<file path="config.mk">
export PLATFORM = sky130hd
export DESIGN_NAME = parameterized_reg_file_mp
export DESIGN_NICKNAME = d
export VERILOG_FILES = /design/src/rtl/parameterized_reg_file_mp.sv
export SDC_FILE = /design/constraint.sdc
export NUM_CORES = 2
export LEC_CHECK = 0
export BUFFER_PORTS_ARGS = -buffer_cell sky130_fd_sc_hd__buf_2
export CAP_MARGIN = 20
export CORE_MARGIN = 2
export CORE_UTILIZATION = 44
export DETAILED_ROUTE_END_ITERATION = 6
export PLACE_DENSITY = 0.66
export SLEW_MARGIN = 0
export SYNTH_ARGS = -nofsm -noshare
export SYNTH_HDL_FRONTEND = slang
export SYNTH_SLANG_ARGS = --single-unit
</file>
<file path="constraint.sdc">
create_clock -name clk -period 4.8 [get_ports clk]
set_input_delay 0.48 -clock clk [delete_from_list [all_inputs] [get_ports clk]]
set_output_delay 0.48 -clock clk [all_outputs]
set_load 0.01 [all_outputs]
</file>
<file path="src/rtl/parameterized_reg_file_mp.sv">
// Multi-port register file with a hardware clear engine and registered read ports.
// Optional macro WRITE_BYPASS_EN: same-edge write data is forwarded to matching read ports.
module parameterized_reg_file_mp #(
    parameter int WIDTH         = 32,
    parameter int NUM_REGISTERS = 32,
    parameter int ADR_BUS_WIDTH = 5,
    parameter int NUM_WPORTS    = 2,
    parameter int NUM_RPORTS    = 2
) (
    input  logic                             clk,
    input  logic                             reset,
    input  logic                             clr_req,
    input  logic [NUM_WPORTS-1:0]            we,
    input  logic [NUM_WPORTS*ADR_BUS_WIDTH-1:0] waddress,
    input  logic [NUM_WPORTS*WIDTH-1:0]      wdata,
    input  logic [NUM_RPORTS*ADR_BUS_WIDTH-1:0] raddress,
    output logic [NUM_RPORTS*WIDTH-1:0]      rdata,
    output logic                             ready,
    output logic                             wr_err
);

    localparam int IDX_W = (NUM_REGISTERS > 1) ? $clog2(NUM_REGISTERS) : 1;
    localparam logic [ADR_BUS_WIDTH:0]   LP_NREG = (ADR_BUS_WIDTH + 1)'(NUM_REGISTERS);
    localparam logic [ADR_BUS_WIDTH-1:0] LP_LAST = ADR_BUS_WIDTH'(NUM_REGISTERS - 1);

    typedef enum logic [0:0] {
        ST_CLEAR = 1'b0,
        ST_READY = 1'b1
    } state_t;

    function automatic logic in_range(input logic [ADR_BUS_WIDTH-1:0] a);
        return ({1'b0, a} < LP_NREG);
    endfunction

    function automatic logic [IDX_W-1:0] to_idx(input logic [ADR_BUS_WIDTH-1:0] a);
        return a[IDX_W-1:0];
    endfunction

    state_t                     r_state;
    logic [ADR_BUS_WIDTH-1:0]   r_clr_cnt;
    logic                       r_ready;
    logic                       r_wr_err;
    logic [NUM_RPORTS*WIDTH-1:0] r_rdata;
    logic [WIDTH-1:0]           r_mem [NUM_REGISTERS];

    logic                       w_accept;
    logic [ADR_BUS_WIDTH-1:0]   w_waddr   [NUM_WPORTS];
    logic [WIDTH-1:0]           w_wdata   [NUM_WPORTS];
    logic [NUM_WPORTS-1:0]      w_wr_en;
    logic [NUM_WPORTS-1:0]      w_wr_oor;
    logic [ADR_BUS_WIDTH-1:0]   w_raddr   [NUM_RPORTS];
    logic [WIDTH-1:0]           w_rd_next [NUM_RPORTS];

    // A clear request in READY cancels every write presented in the same cycle.
    assign w_accept = (r_state == ST_READY) && !clr_req;

    always_comb begin
        for (int i = 0; i < NUM_WPORTS; i++) begin
            w_waddr[i]  = waddress[i*ADR_BUS_WIDTH +: ADR_BUS_WIDTH];
            w_wdata[i]  = wdata[i*WIDTH +: WIDTH];
            w_wr_en[i]  = w_accept && we[i] && in_range(w_waddr[i]);
            w_wr_oor[i] = w_accept && we[i] && !in_range(w_waddr[i]);
        end
    end

    always_comb begin
        for (int j = 0; j < NUM_RPORTS; j++) begin
            w_raddr[j]   = raddress[j*ADR_BUS_WIDTH +: ADR_BUS_WIDTH];
            w_rd_next[j] = '0;
            if ((r_state == ST_READY) && in_range(w_raddr[j])) begin
                w_rd_next[j] = r_mem[to_idx(w_raddr[j])];
            end
`ifdef WRITE_BYPASS_EN
            // Ascending scan so the highest enabled port wins, matching the array update.
            for (int i = 0; i < NUM_WPORTS; i++) begin
                if (w_wr_en[i] && (w_waddr[i] == w_raddr[j])) begin
                    w_rd_next[j] = w_wdata[i];
                end
            end
`endif
        end
    end

    // Storage has no reset; the clear engine is what zeroes it.
    always_ff @(posedge clk) begin
        if (r_state == ST_CLEAR) begin
            r_mem[to_idx(r_clr_cnt)] <= '0;
        end else begin
            for (int i = 0; i < NUM_WPORTS; i++) begin
                if (w_wr_en[i]) begin
                    r_mem[to_idx(w_waddr[i])] <= w_wdata[i];
                end
            end
        end
    end

    always_ff @(posedge clk or posedge reset) begin
        if (reset) begin
            r_rdata <= '0;
        end else begin
            for (int j = 0; j < NUM_RPORTS; j++) begin
                r_rdata[j*WIDTH +: WIDTH] <= w_rd_next[j];
            end
        end
    end

    always_ff @(posedge clk or posedge reset) begin
        if (reset) begin
            r_state   <= ST_CLEAR;
            r_clr_cnt <= '0;
            r_ready   <= 1'b0;
            r_wr_err  <= 1'b0;
        end else begin
            case (r_state)
                ST_CLEAR: begin
                    r_wr_err <= 1'b0;
                    if (r_clr_cnt == LP_LAST) begin
                        r_state <= ST_READY;
                        r_ready <= 1'b1;
                    end else begin
                        r_clr_cnt <= r_clr_cnt + ADR_BUS_WIDTH'(1);
                    end
                end
                ST_READY: begin
                    r_wr_err <= |w_wr_oor;
                    if (clr_req) begin
                        r_state   <= ST_CLEAR;
                        r_clr_cnt <= '0;
                        r_ready   <= 1'b0;
                    end
                end
                default: begin
                    r_state   <= ST_CLEAR;
                    r_clr_cnt <= '0;
                    r_ready   <= 1'b0;
                    r_wr_err  <= 1'b0;
                end
            endcase
        end
    end

    assign rdata  = r_rdata;
    assign ready  = r_ready;
    assign wr_err = r_wr_err;

endmodule

</file>
* Word-level counts from Yosys, hierarchy flattened *
Memories as Yosys holds them, arrays and structs flattened.
Index checks and enable logic that the tools add are counted.

cells by class
  add/subtract/negate cells = 1
  equal/unequal tests = 4
  mux-type cells = 21
  bitwise gates (word level) = 1
  reduce and logical (&&, ||, !) cells = 7

operators by type and width
  operator                                               count
  2-to-1 mux 32 bit                                      3
  OR reduction 32 bit                                    1
  2-to-1 mux 5 bit                                       3
  2-to-1 mux 1 bit                                       12
  case mux 5 bit (2 select lines)                        1
  adder 5 x 1 -> 5 bit, second input constant            1
  == test 5 bit, second input constant                   1
  inequality test 2 bit, second input constant           2
  case mux 1 bit (2 select lines)                        2
  AND reduction 2 bit                                    2
  logical AND 1 bit                                      3
  inequality test 2 x 1 -> 1 bit, second input constant  1
  zero test 1 bit                                        1
  inverter 1 bit                                         1

storage, ports and cells
  register bits = 71
  bits in writable memories = 1,024
  output and inout port bits = 66
  memories kept = 1

memory list
  memory  words  bits a word  rd ports  clocked after memory_dff  wr ports  line  RTL
  r_mem   32     32           2         0                         2         44    logic [WIDTH-1:0] r_mem [NUM_REGISTERS];

* Logic depth before layout (Yosys ltp) *
  word-level depth = 8
  depth in mapped cells = 8
  gate-level depth less buffers = 7

* Worst setup path before layout *
No wires, ideal clock.

  kind = input-to-reg
  start = input clr_req
  end = memory r_mem[13][0], enable pin
  arrival = 3,752 ps
  required time = 4,334 ps
  path slack = 583 ps
  stages on the path = 7
  path buffers = 3
  cells stage by stage = and3b_1 -> buf_2 -> buf_2 -> buf_2 -> mux2i_1 -> nand2_1 -> o21ai_0

RTL lines
  element      line  RTL
  from (decl)  12    input logic clr_req,
  to (decl)    44

==> key figures <==
Floorplan
  • Die extent in x: 379 um
  • Die Footprint: 0.144 mm2
  • # IOs: 155
  • CORE AREA: 0.140 mm2
  • Starting density of the core: 44.3%
  • Row count: 137
  • Die Ht: 379 um

Timing
  • Final count of negative-setup-slack endpoints: 0
  • Fmax: 280 MHz
  • Slew HR: 14.0%
  • Clock Skew: 0.0382 ns
  • Post-route setup TNS: 0 ns
  • Min Clock Period, post-route: 3.57 ns
  • Final Hold Fails: 0
  • Max Slew Vio Count: 0
  • Final period utilization: 74.3%
  • Least-Margin Pin Slew: 1.29 ns
  • Unrepaired setup endpoints after global routing: false

Worst setup path
  • Worst r2r dst: r_mem[26][14]
  • CP required: 5.28 ns
  • CP Class: flip-flop to flip-flop
  • Reg2Reg Setup Slack: 1.23 ns
  • Crit path launch type: flip-flop
  • Crit path from: r_state
  • WP data arrival: 4.05 ns
  • Critical Path Sink: r_mem[26][14]
  • CP Capture Type: flip-flop
  • Critical Path Fanout Max: 75
  • R2R Path Start: r_state
  • Depth of the most critical reg-to-reg path: 4

Placed design
  • Post-DP HPWL: 137,000 um
  • DP Cell Count: 6,083
  • PortBufs: 153
  • GP Congestion: 0.924

Hold path
  • Worst hold path cell count: 2
  • Worst min-delay path category: primary input to flip-flop

Layout
  • Area of the multi-input gates: 0.0273 mm2
  • Most frequent cells in the layout: 1,024 x edfxtp_1, 630 x mux2_2, 589 x nand2_1, 560 x o21ai_0, 448 x mux4_2
  • Syn-to-layout area delta: 10.9%
  • Nets@finish: 4,419
  • Non-filler cells, final: 6,313
  • Share of layout cells above drive strength 1: 37.4%
  • Fill count: 11,900
  • Most common cell after layout, fill and taps aside: edfxtp_1
  • Register area: 0.0325 mm2

Routing
  • Residual DRC: 0
  • Total wire length: 227,000 um
  • Drt wl/cell: 36.0 um
  • Final ANT Viol Nets: 0
  • Violation count after the first detailed-route iteration: 6,810
  • Vias: 43,600
  • Drt pass-1 iters: 6
  • Via/cell ratio: 6.90

Logic synthesis
  • Netlist Area Pre-Place: 0.0619 mm2
  • Synth Area in XOR/XNOR: 0.0425%
  • Compound-Gate Fraction of Synth Area: 8.22%
  • Synth area leader: edfxtp_1
  • Synth unique cells: 50
  • Multiplexer share of the synthesized area: 30.2%
  • Post-synthesis instance total: 4,437
  • Syn_area_per_cell: 13.9 um2
  • Post-synth net total: 4,528
  • Ys Warns: 0
  • Top cell type's share of synthesized area: 49.7%
  • Synth area leaders: edfxtp_1 50%, mux4_2 16%, mux2_2 11%
  • Main combinational cell family by area after synthesis: multiplexers
  • Post-synthesis adder-cell area fraction: 0.0405%
  • #FFs+latches synth: 1,095
  • Seq/Total Area, Yosys: 52.6%
  • Post-Synth Simple-Gate Area: 4.80%

Power and ir drop
  • Peak supply drop: 360 uV
  • Power share of the sequential group: 46.1%
  • Switching power: 7.44 mW
  • PD cells: 383 mW/mm2
  • Internal power: 18.8 mW
  • Pleak: 24.0 nW
  • Comb pwr share: 17.4%
  • Switch share: 28.4%
  • Clock share of power: 36.5%

Global route
  • Number of global-route vias before repair: 42,600
  • Initial antenna violation count: 18
  • Congestion Overflow GR: 0
  • Pin count of the biggest net entering global routing: 84
  • First-pass GRT wire length: 318,000 um
  • Total track usage: 31.4%

Clock tree
  • CTS Buffer Depth: 3
  • Num CTS Buffers: 116
  • Clk Latency, worst-skew pair: 0.77 ns
  • Root Buffer: clkbuf_16
  • Htree depth: 3
  • Setup Fix Bufs, Post-CTS: 0
  • Clk sink count: 1,095
  • CTS tree: yes
  • Worst-path clk slew: 0.06 ns

Flow run
  • Max_cap viols: 0

Status
  • Status: finished, final reports clean
-- repair_timing --
item / CTS / global route
hold buffers: 1 / 0
gates resized for setup: 0 / 0
hold endpoints to repair: 17 / 0
-- synth_stat cells (all sizes together) --
| master | number |
|---|---|
| edfxtp | 1024 |
| mux2 | 641 |
| nand2 | 605 |
| o21ai | 579 |
| mux4 | 448 |
| clkbuf | 285 |
| buf | 254 |
| mux2i | 135 |
| dfrtp | 71 |
| a22oi | 65 |
| a31oi | 65 |
| o221ai | 64 |
| a221oi | 49 |
| and2 | 34 |
| nor3 | 19 |
| o21bai | 16 |
| o2111ai | 15 |
| nor2 | 13 |
| inv | 7 |
| nand2b | 6 |
| nor3b | 6 |
| o22ai | 6 |
| nor2b | 5 |
| nand3b | 4 |
| and3b | 3 |
| and3 | 2 |
| ha | 2 |
| or2 | 2 |
| or3b | 2 |
| xor2 | 2 |
| conb | 1 |
| nand3 | 1 |
| nand4 | 1 |
| nand4b | 1 |
| nand4bb | 1 |
| o32a | 1 |
| or3 | 1 |
| xnor2 | 1 |
-- power groups by stage --
stage                     Sequential (mW)  Combinational (mW)  Clock (mW)
after detailed placement             12.3                4.44           0
final                                12.1                4.56        9.59
after global routing                 12.2                4.68        9.94
after floorplan                      12.1                2.49           0
after global placement               12.2                4.39           0
after CTS                            12.1                4.45        9.59
-- registers in the layout, summed over array words and instances, names as in the netlist --
register and flops:
r_clr_cnt 5, rdata 64, r_state 1, ready 1
r_mem 1024
-- how the worst min path moves through the flow --
| stage | endpoint | startpoint |
|---|---|---|
| 6_report | r_clr_cnt[2] | clr_req |
| 5_1_grt | r_clr_cnt[1] | clr_req |
| 4_1_cts | r_clr_cnt[2] | clr_req |
| 3_5_place_dp | ready | ready |
| 3_3_place_gp | ready | ready |
| 2_1_floorplan | r_clr_cnt[4] | r_clr_cnt[4] |
-- area by class of cell --
class,count,area share (%)
inverters,7,0.0493
well taps,1876,3.42
clock inverters,54,0.918
clock buffers,164,4.91
diodes,9,0.0328
flip-flops and latches,1095,47.4
multi-input cells,2796,39.8
repair buffers,312,3.42
-- worst max-delay path: stages, from the launching register on --
cell and delay, ns:
dfrtp_4 0.50, buf_4 0.87, o32a_1 0.99, o21bai_4 0.53
buf_12 0.35
-- logic make-up after synthesis --
kind of cell,count (synthesis)
buf+inv,546
compound gates,860
fa+ha+maj,2
simple gates,706
other cells,1
mux,1224
xor+xnor,3
flops,1095
-- through the flow --
| stage | hold WS, ns | util (%) | power [mW] | area [um2] | setup slack, ns |
|---|---|---|---|---|---|
| finish | 0.0636 | 49.1 | 26.2 | 68600 | 1.23 |
| global route | 0.0695 | 49.1 | 26.8 | 68600 | 1.28 |
| CTS | 0.0455 | 49.1 | 26.1 | 68500 | 1.37 |
| detailed placement | 0.585 | 46.2 | 16.7 | 64500 | 1.28 |
| global placement | 0.575 | 46.2 | 16.6 | 64500 | 1.24 |
| floorplan | 0.570 | - | 14.6 | 61900 | 0.583 |
-- per-layer routing --
metal | part of all wire (%) | vias to the layer above | track usage (%) | wire length, um
li1 | - | 17200 | - | -
met1 | 35 | 22100 | 39.9 | 79600
met2 | 45 | 3442 | 48.1 | 103000
met3 | 12 | 776 | 7.73 | 27800
met4 | 7.3 | 10 | 20.2 | 16700
met5 | 0.026 | - | 0 | 60
Power figures use the tool's default switching activity.
